==> src/rtl/fetch_target_queue_pkg.sv <==
// Shared defines for the fetch target queue: the fetch block handed from the
// branch predictor to instruction fetch, and the default queue depth.
package fetch_target_queue_pkg;

    localparam int FTQ_DEPTH   = 4;
    localparam int FETCH_WIDTH = 2;

    typedef struct packed {
        logic        valid;
        logic        taken;
        logic [31:0] target;
    } predict_info_t;

    typedef struct packed {
        logic [31:0]                        pc;
        logic [3:0]                         mask;
        predict_info_t [FETCH_WIDTH-1:0]    predict_infos;
    } b_f_pkg_t;

endpackage

==> src/rtl/fetch_target_queue_if.sv <==
// Valid/ready handshake carrying one fetch block per transfer.
interface handshake_if;
    import fetch_target_queue_pkg::*;

    logic     valid;
    logic     ready;
    b_f_pkg_t data;

    modport receiver (input valid, input data, output ready);
    modport sender   (output valid, output data, input ready);

endinterface

==> src/rtl/fetch_target_queue.sv <==
// Circular-buffer queue of fetch blocks between branch predictor and fetch.
// Optional macro FTQ_BYPASS_EN: an empty queue forwards the incoming block in the same cycle.
module fetch_target_queue
    import fetch_target_queue_pkg::*;
#(
    parameter int DEPTH = FTQ_DEPTH
) (
    input  logic                    clk,
    input  logic                    rst_n,
    input  logic                    flush_i,
    handshake_if.receiver           receiver,
    handshake_if.sender             sender,
    output logic [$clog2(DEPTH):0]  count_o
);

    localparam int               PTR_W    = $clog2(DEPTH);
    localparam int               CNT_W    = PTR_W + 1;
    localparam logic [PTR_W-1:0] LAST_PTR = PTR_W'(DEPTH - 1);
    localparam logic [CNT_W-1:0] FULL_CNT = CNT_W'(DEPTH);

    b_f_pkg_t         mem [DEPTH];
    logic [PTR_W-1:0] head;
    logic [PTR_W-1:0] tail;
    logic [CNT_W-1:0] count;
    logic             queue_valid;
    logic             enq;
    logic             deq;

    // Explicit wrap so depths that are not powers of two stay in range.
    function automatic logic [PTR_W-1:0] ptr_inc(input logic [PTR_W-1:0] p);
        return (p == LAST_PTR) ? '0 : p + PTR_W'(1);
    endfunction

    assign queue_valid    = (count != '0);
    assign receiver.ready = rst_n & !flush_i & (count != FULL_CNT);
    assign count_o        = count;

`ifdef FTQ_BYPASS_EN
    logic bypass;

    // A block forwarded straight through is neither written nor popped from storage.
    assign bypass       = !queue_valid & receiver.valid;
    assign sender.valid = rst_n & !flush_i & (queue_valid | receiver.valid);
    assign sender.data  = queue_valid ? mem[head] : receiver.data;
    assign enq          = receiver.valid & receiver.ready & !(bypass & sender.ready);
    assign deq          = sender.valid & sender.ready & !bypass;
`else
    assign sender.valid = rst_n & !flush_i & queue_valid;
    assign sender.data  = mem[head];
    assign enq          = receiver.valid & receiver.ready;
    assign deq          = sender.valid & sender.ready;
`endif

    always_ff @(posedge clk or negedge rst_n) begin
        if (!rst_n) begin
            head  <= '0;
            tail  <= '0;
            count <= '0;
        end else if (flush_i) begin
            head  <= '0;
            tail  <= '0;
            count <= '0;
        end else begin
            if (enq) tail <= ptr_inc(tail);
            if (deq) head <= ptr_inc(head);
            if (enq && !deq) begin
                count <= count + CNT_W'(1);
            end else if (!enq && deq) begin
                count <= count - CNT_W'(1);
            end
        end
    end

    // Storage is deliberately left out of reset.
    always_ff @(posedge clk) begin
        if (enq) mem[tail] <= receiver.data;
    end

endmodule

==> src/flat_wrapper.sv <==
// flat-port wrapper written by rule: the top's interface ports become plain ports
module fetch_target_queue_flat import fetch_target_queue_pkg::*;
#(
    parameter int DEPTH = FTQ_DEPTH
)
  (clk, rst_n, flush_i, count_o, receiver_valid, receiver_data, receiver_ready, sender_valid, sender_data, sender_ready);
  handshake_if receiver_i ();
  handshake_if sender_i ();
  input  logic clk;
  input  logic rst_n;
  input  logic flush_i;
  output logic [$clog2(DEPTH):0] count_o;
  input wire logic [$bits(receiver_i.valid)-1:0] receiver_valid;
  input wire logic [$bits(receiver_i.data)-1:0] receiver_data;
  output wire logic [$bits(receiver_i.ready)-1:0] receiver_ready;
  output wire logic [$bits(sender_i.valid)-1:0] sender_valid;
  output wire logic [$bits(sender_i.data)-1:0] sender_data;
  input wire logic [$bits(sender_i.ready)-1:0] sender_ready;
  assign receiver_i.valid = receiver_valid;
  assign receiver_i.data = receiver_data;
  assign receiver_ready = receiver_i.ready;
  assign sender_valid = sender_i.valid;
  assign sender_data = sender_i.data;
  assign sender_i.ready = sender_ready;
  fetch_target_queue #(.DEPTH(DEPTH)) u_core (.clk(clk), .rst_n(rst_n), .flush_i(flush_i), .receiver(receiver_i), .sender(sender_i), .count_o(count_o));
endmodule
==> config.mk <==
export PLATFORM = sky130hd
export DESIGN_NAME = fetch_target_queue_flat
export DESIGN_NICKNAME = d
export VERILOG_FILES = /design/src/rtl/fetch_target_queue_pkg.sv /design/src/rtl/fetch_target_queue_if.sv /design/src/rtl/fetch_target_queue.sv /design/src/flat_wrapper.sv
export SDC_FILE = /design/constraint.sdc
export NUM_CORES = 1
export LEC_CHECK = 0
export CAP_MARGIN = 20
export CORE_UTILIZATION = 37
export CTS_BUF_LIST = sky130_fd_sc_hd__clkbuf_4
export DETAILED_ROUTE_END_ITERATION = 8
export PLACE_DENSITY = 0.62
export SETUP_SLACK_MARGIN = 0.1
export SYNTH_ARGS = -nofsm -noshare
export SYNTH_HDL_FRONTEND = slang
export SYNTH_SLANG_ARGS = --single-unit
==> constraint.sdc <==
create_clock -name clk -period 8.1 [get_ports clk]
set_clock_uncertainty 0.1 [all_clocks]
set_input_delay 1.62 -clock clk [delete_from_list [all_inputs] [get_ports clk]]
set_output_delay 1.62 -clock clk [all_outputs]
set_load 0.02 [all_outputs]
Yosys cells after proc, flatten, opt, wreduce, memory -nomap -nowiden
Memory sizes are Yosys's and may differ from the RTL's.
Cells that the tools add are included.
- flip-flop bits (word level): 7
- RAM bits: 416
- input bits: 109
- output and inout port bits: 109
- word-level logic and storage cells: 36
- memories: 1
- add/subtract/negate cells: 4
- equality and inequality tests: 3
- multiplexer cells: 11
- bitwise logic cells: 5
- reductions and logical operators: 9
- memories (memory ; words ; width ; read ports ; clocked after Yosys merged registers in ; write ports ; line ; source):
    u_core.mem ; 4 ; 104 ; 1 ; 0 ; 1 ; fetch_target_queue.sv:21 ; b_f_pkg_t mem [DEPTH];
- operators by type and width (operator ; count):
    $mux W2 ; 6
    $mux W3 ; 3
    $reduce_bool A3 Y1 ; 2
    $and A1 B1 Y1 ; 5
    $add A2 B1 Y2 const B ; 2
    $eq A2 B2 Y1 const B ; 2
    $reduce_bool A2 Y1 ; 2
    $add A3 B1 Y3 const B ; 1
    $logic_not A1 Y1 ; 3
    $ne A3 B3 Y1 const B ; 1
    $sub A3 B1 Y3 const B ; 1
    $logic_and A1 B1 Y1 ; 2
    $mux W1 ; 2

Longest topological paths before layout
- depth after elaboration: 9
- depth in mapped cells: 9
- mapped depth without buffers: 7

Worst setup path after synthesis
No wires, ideal clock.
- kind: input-to-reg
- start point: in flush_i
- end point: mem u_core.mem[0][0] in the netlist's numbering (enable)
- library setup time: 0.475 ns
- arrival time: 4.758 ns
- data required time: 7.525 ns
- setup slack: 2.767 ns
- stages on the path: 4
- path buffers: 1
- cell sequence: buf_6 > nand2b_4 > a211oi_4 > and2_1
- word-level cells in the longest chain between the ends: 6
- RTL lines (element ; line ; source):
    start, declared ; flat_wrapper.sv:11 ; input logic flush_i;
    $logic_not A1 Y1 ; fetch_target_queue.sv:35 ; assign receiver.ready = rst_n & !flush_i & (count != FULL_CNT);
    $and A1 B1 Y1 (2 in a row) ; fetch_target_queue.sv:35 ;
    $and A1 B1 Y1 ; fetch_target_queue.sv:50 ; assign enq = receiver.valid & receiver.ready;
    $mux W1 ; fetch_target_queue.sv:76 ; if (enq) mem[tail] <= receiver.data;
    $mux W1 (implied by the code) ; fetch_target_queue.sv:76 ;
    end, declared ; fetch_target_queue.sv:21 ;
Every way passes these cells.

Final worst setup path
- start point: reg u_core.head[0]
- end point: out sender_data[24]
- word-level cells in the longest chain between the ends: 1
- RTL lines (element ; line ; source):
    start, declared ; fetch_target_queue.sv:22 ; logic [PTR_W-1:0] head;
    start signal, assigned ; fetch_target_queue.sv:65 ; if (deq) head <= ptr_inc(head);
    $mem_v2 Z4 W104 ; n/a ;
    end, declared ; flat_wrapper.sv:17 ; output wire logic [$bits(sender_i.data)-1:0] sender_data;
Every way passes these cells.

==> results.sh <==
export IMPL_cts_root_buffer_cell="clkbuf_4"
export IMPL_cts_num_sinks=423
export IMPL_hold_viol=0
export IMPL_worstPathArrival_ps=3320
export IMPL_setup_tns_final_ps=0
export IMPL_path_cells="buf_4, mux4_2, clkdlybuf4s50_1"
export IMPL_crit_required_ps=6380
export IMPL_rr_worst_depth=4
export IMPL_htreeDepth=3
export IMPL_cts_resized=0
export IMPL_clk_path_buf_depth=3
export IMPL_insertion_delay_ps=770
export IMPL_critPathLaunchType="flop"
export IMPL_cts_hold_buf=0
export IMPL_critical_path_class="reg2out"
export IMPL_r2r_start="u_core.count_o[0]$_DFFE_PN0P_"
export IMPL_die_h_um=207
export IMPL_end_kind="output pin"
export IMPL_drive_gt1_share_pct=28.5
export IMPL_yosysTopAreaCellShare_pct=80.7
export IMPL_finalWirelength_um=30000
export IMPL_fin_crit_ps=5040
export IMPL_holdPathStages=1
export IMPL_start_util_pct=37.8
export IMPL_pwr_share_comb_pct=10.0
export IMPL_post_cts_setup_buffer_count=0
export IMPL_grt_max_degree=105
export IMPL_ys_ff_latch=423
export IMPL_syn_nets=712
export IMPL_stdcell_area_um2=19700
export IMPL_hpwl_um=16300
export IMPL_die_w_um=207
export IMPL_r2r_end="u_core.mem[1][101]$_DFFE_PP_"
export IMPL_vias=7280
export IMPL_ys_seq_area_share_pct=81.8
export IMPL_grt_ovfl_total=0
export IMPL_violations="DRC"
export IMPL_first_global_vias=8019
export IMPL_io_pins=218
export IMPL_wire_per_inst_um=19.8
export IMPL_p_int_w=0.00360
export IMPL_yosys_top_cells_area="edfxtp_1 81%, mux4_2 15%, dfrtp_1 1.1%"
export IMPL_pwr_share_clk_pct=37.0
export IMPL_regToRegSetupSlack_ps=5050
export IMPL_p_leak_nw=6.23
export IMPL_relSlewSlack_pct=41.3
export IMPL_powerDensity_nw_per_um2=237
export IMPL_drt_pre_antenna_iters=9
export IMPL_synth_cells=597
export IMPL_path_clk_slew_ps=60
export IMPL_synth_cell_type_count=24
export IMPL_dieArea_um2=42700
export IMPL_design_core_area_um2=41000
export IMPL_finalNetCount=1023
export IMPL_finalWorstSetupSlack_ps=3060
export IMPL_status="complete, but fails checks"
export IMPL_place_area_um2=18300
export IMPL_antenna_found_initial=2
export IMPL_syn_area_um2=15500
export IMPL_layout_commonest_cell="edfxtp_1"
export IMPL_globalplace_congestion=0.676
export IMPL_netSwitchingFraction_pct=22.7
export IMPL_crit_path_max_incr_delay_ps=720
export IMPL_post_route_period_util_pct=62.2
export IMPL_synth_warnings=0
export IMPL_stdcell_count=1516
export IMPL_min_delay_start="u_core.count_o[0]$_DFFE_PN0P_"
export IMPL_ant_nets=0
export IMPL_p_seq_share_pct=53.0
export IMPL_place_ws_ps=3020
export IMPL_grt_usage_pct=14.4
export IMPL_syn_avg_cell_area_um2=25.9
export IMPL_grt_pass1_wl_um=45200
export IMPL_layout_common_cells="416 x edfxtp_1, 217 x clkdlybuf4s50_1, 150 x clkbuf_4, 104 x mux4_2, 27 x clkinv_1"
export IMPL_port_buffers=217
export IMPL_worstHoldPathType="reg2reg"
export IMPL_cts_buffers=109
export IMPL_synth_top_area_cell="edfxtp_1"
export IMPL_num_rows=74
export IMPL_route_detailed_drc=12
export IMPL_dp_cells=1329
export IMPL_hold_end="u_core.count_o[0]$_DFFE_PN0P_"
export IMPL_critPathSlowestCell="buf_4"
export IMPL_crit_path_max_fanout=41
export IMPL_first_iter_violations=329
export IMPL_fmax_mhz=198
export IMPL_vdd_drop_max_mv=0.123
export IMPL_cap_violations=0
export IMPL_setup_viol=0
export IMPL_tightest_slew_ps=881
export IMPL_cts_tree="done"
export IMPL_holdWs_ps=461
export IMPL_area_growth_pct=27.0
export IMPL_post_drt_via_cell_ratio=4.80
export IMPL_finalMaxSlewViolations=0
export IMPL_p_sw_w=0.00106
export IMPL_rsz0062_at_grt="no"
cell usage after synthesis (all sizes together):
library cell / instances
a211oi: 1
nor2: 7
and2: 5
or3: 1
nand2b: 4
mux2i: 8
nor2b: 1
fa: 1
and3: 1
xnor2: 1
dfrtp: 7
inv: 5
buf: 17
edfxtp: 416
and3b: 1
and2b: 1
ha: 5
mux4: 104
a21oi: 2
clkbuf: 9
worst max-delay path, delay by kind of cell, from the launching register on:
kind / cells / cell delay, ps
buffers and inverters: 2 / 1320
DFF: 1 / 580
muxes: 1 / 600
flip-flops by register name (all words and copies together), names as in the netlist:
| signal | count |
|---|---|
| u_core.tail | 2 |
| u_core.mem | 416 |
| u_core.head | 2 |
| u_core.count_o | 3 |
per-layer routing:
metal,track usage (%),vias up,wire length [um]
li1,-,3263,-
met1,17.7,3760,12200
met2,22.3,216,14500
met3,5.86,41,2700
met4,6.57,0,556
met5,0,-,0
area by class of cell:
cell class	count	area [um^2]
repair buffers	226	2290
diodes	2	5.00
clock buffers	150	1130
multi-input cells	143	2690
inverters	5	18.8
clock inverters	35	200
fillers	3434	21400
flip-flops and latches	423	12700
well taps	532	666
power groups by stage:
stage               clock (W)  combinational (W)  sequential [W]
finish                0.00172           0.000468         0.00247
global route          0.00191           0.000504         0.00247
CTS                   0.00180           0.000480         0.00247
detailed placement          0           0.000478         0.00251
global placement            0           0.000473         0.00251
floorplan                   0           0.000243         0.00252
kinds of logic after synthesis:
kind of cell,count (synthesis),synth area share [%]
AOI/OAI and AO/OA,3,0.194
muxes,112,15.6
DFF,423,81.8
adders and majority gates,6,0.533
xor gates and xnor gates,1,0.105
buffers and inverters,31,0.921
and+or+nand+nor,21,0.808
stage by stage:
| step | utilization (%) | power, W |
|---|---|---|
| 2_1_floorplan | - | 0.00276 |
| 3_3_place_gp | 44.7 | 0.00299 |
| 3_5_place_dp | 44.7 | 0.00299 |
| 4_1_cts | 47.9 | 0.00475 |
| 5_1_grt | 47.9 | 0.00488 |
| 6_report | 47.9 | 0.00466 |
worst max-delay path by stage:
stage,startpoint,endpoint
after floorplan,flush_i,u_core.mem[0][0]$_DFFE_PP_
after global placement,rst_n,u_core.mem[1][97]$_DFFE_PP_
after detailed placement,rst_n,u_core.mem[1][97]$_DFFE_PP_
after CTS,u_core.head[0]$_DFFE_PN0P_,sender_data[24]
after global routing,u_core.head[0]$_DFFE_PN0P_,sender_data[97]
final,u_core.head[0]$_DFFE_PN0P_,sender_data[24]
No activity file was read; power rests on OpenSTA's default activity.
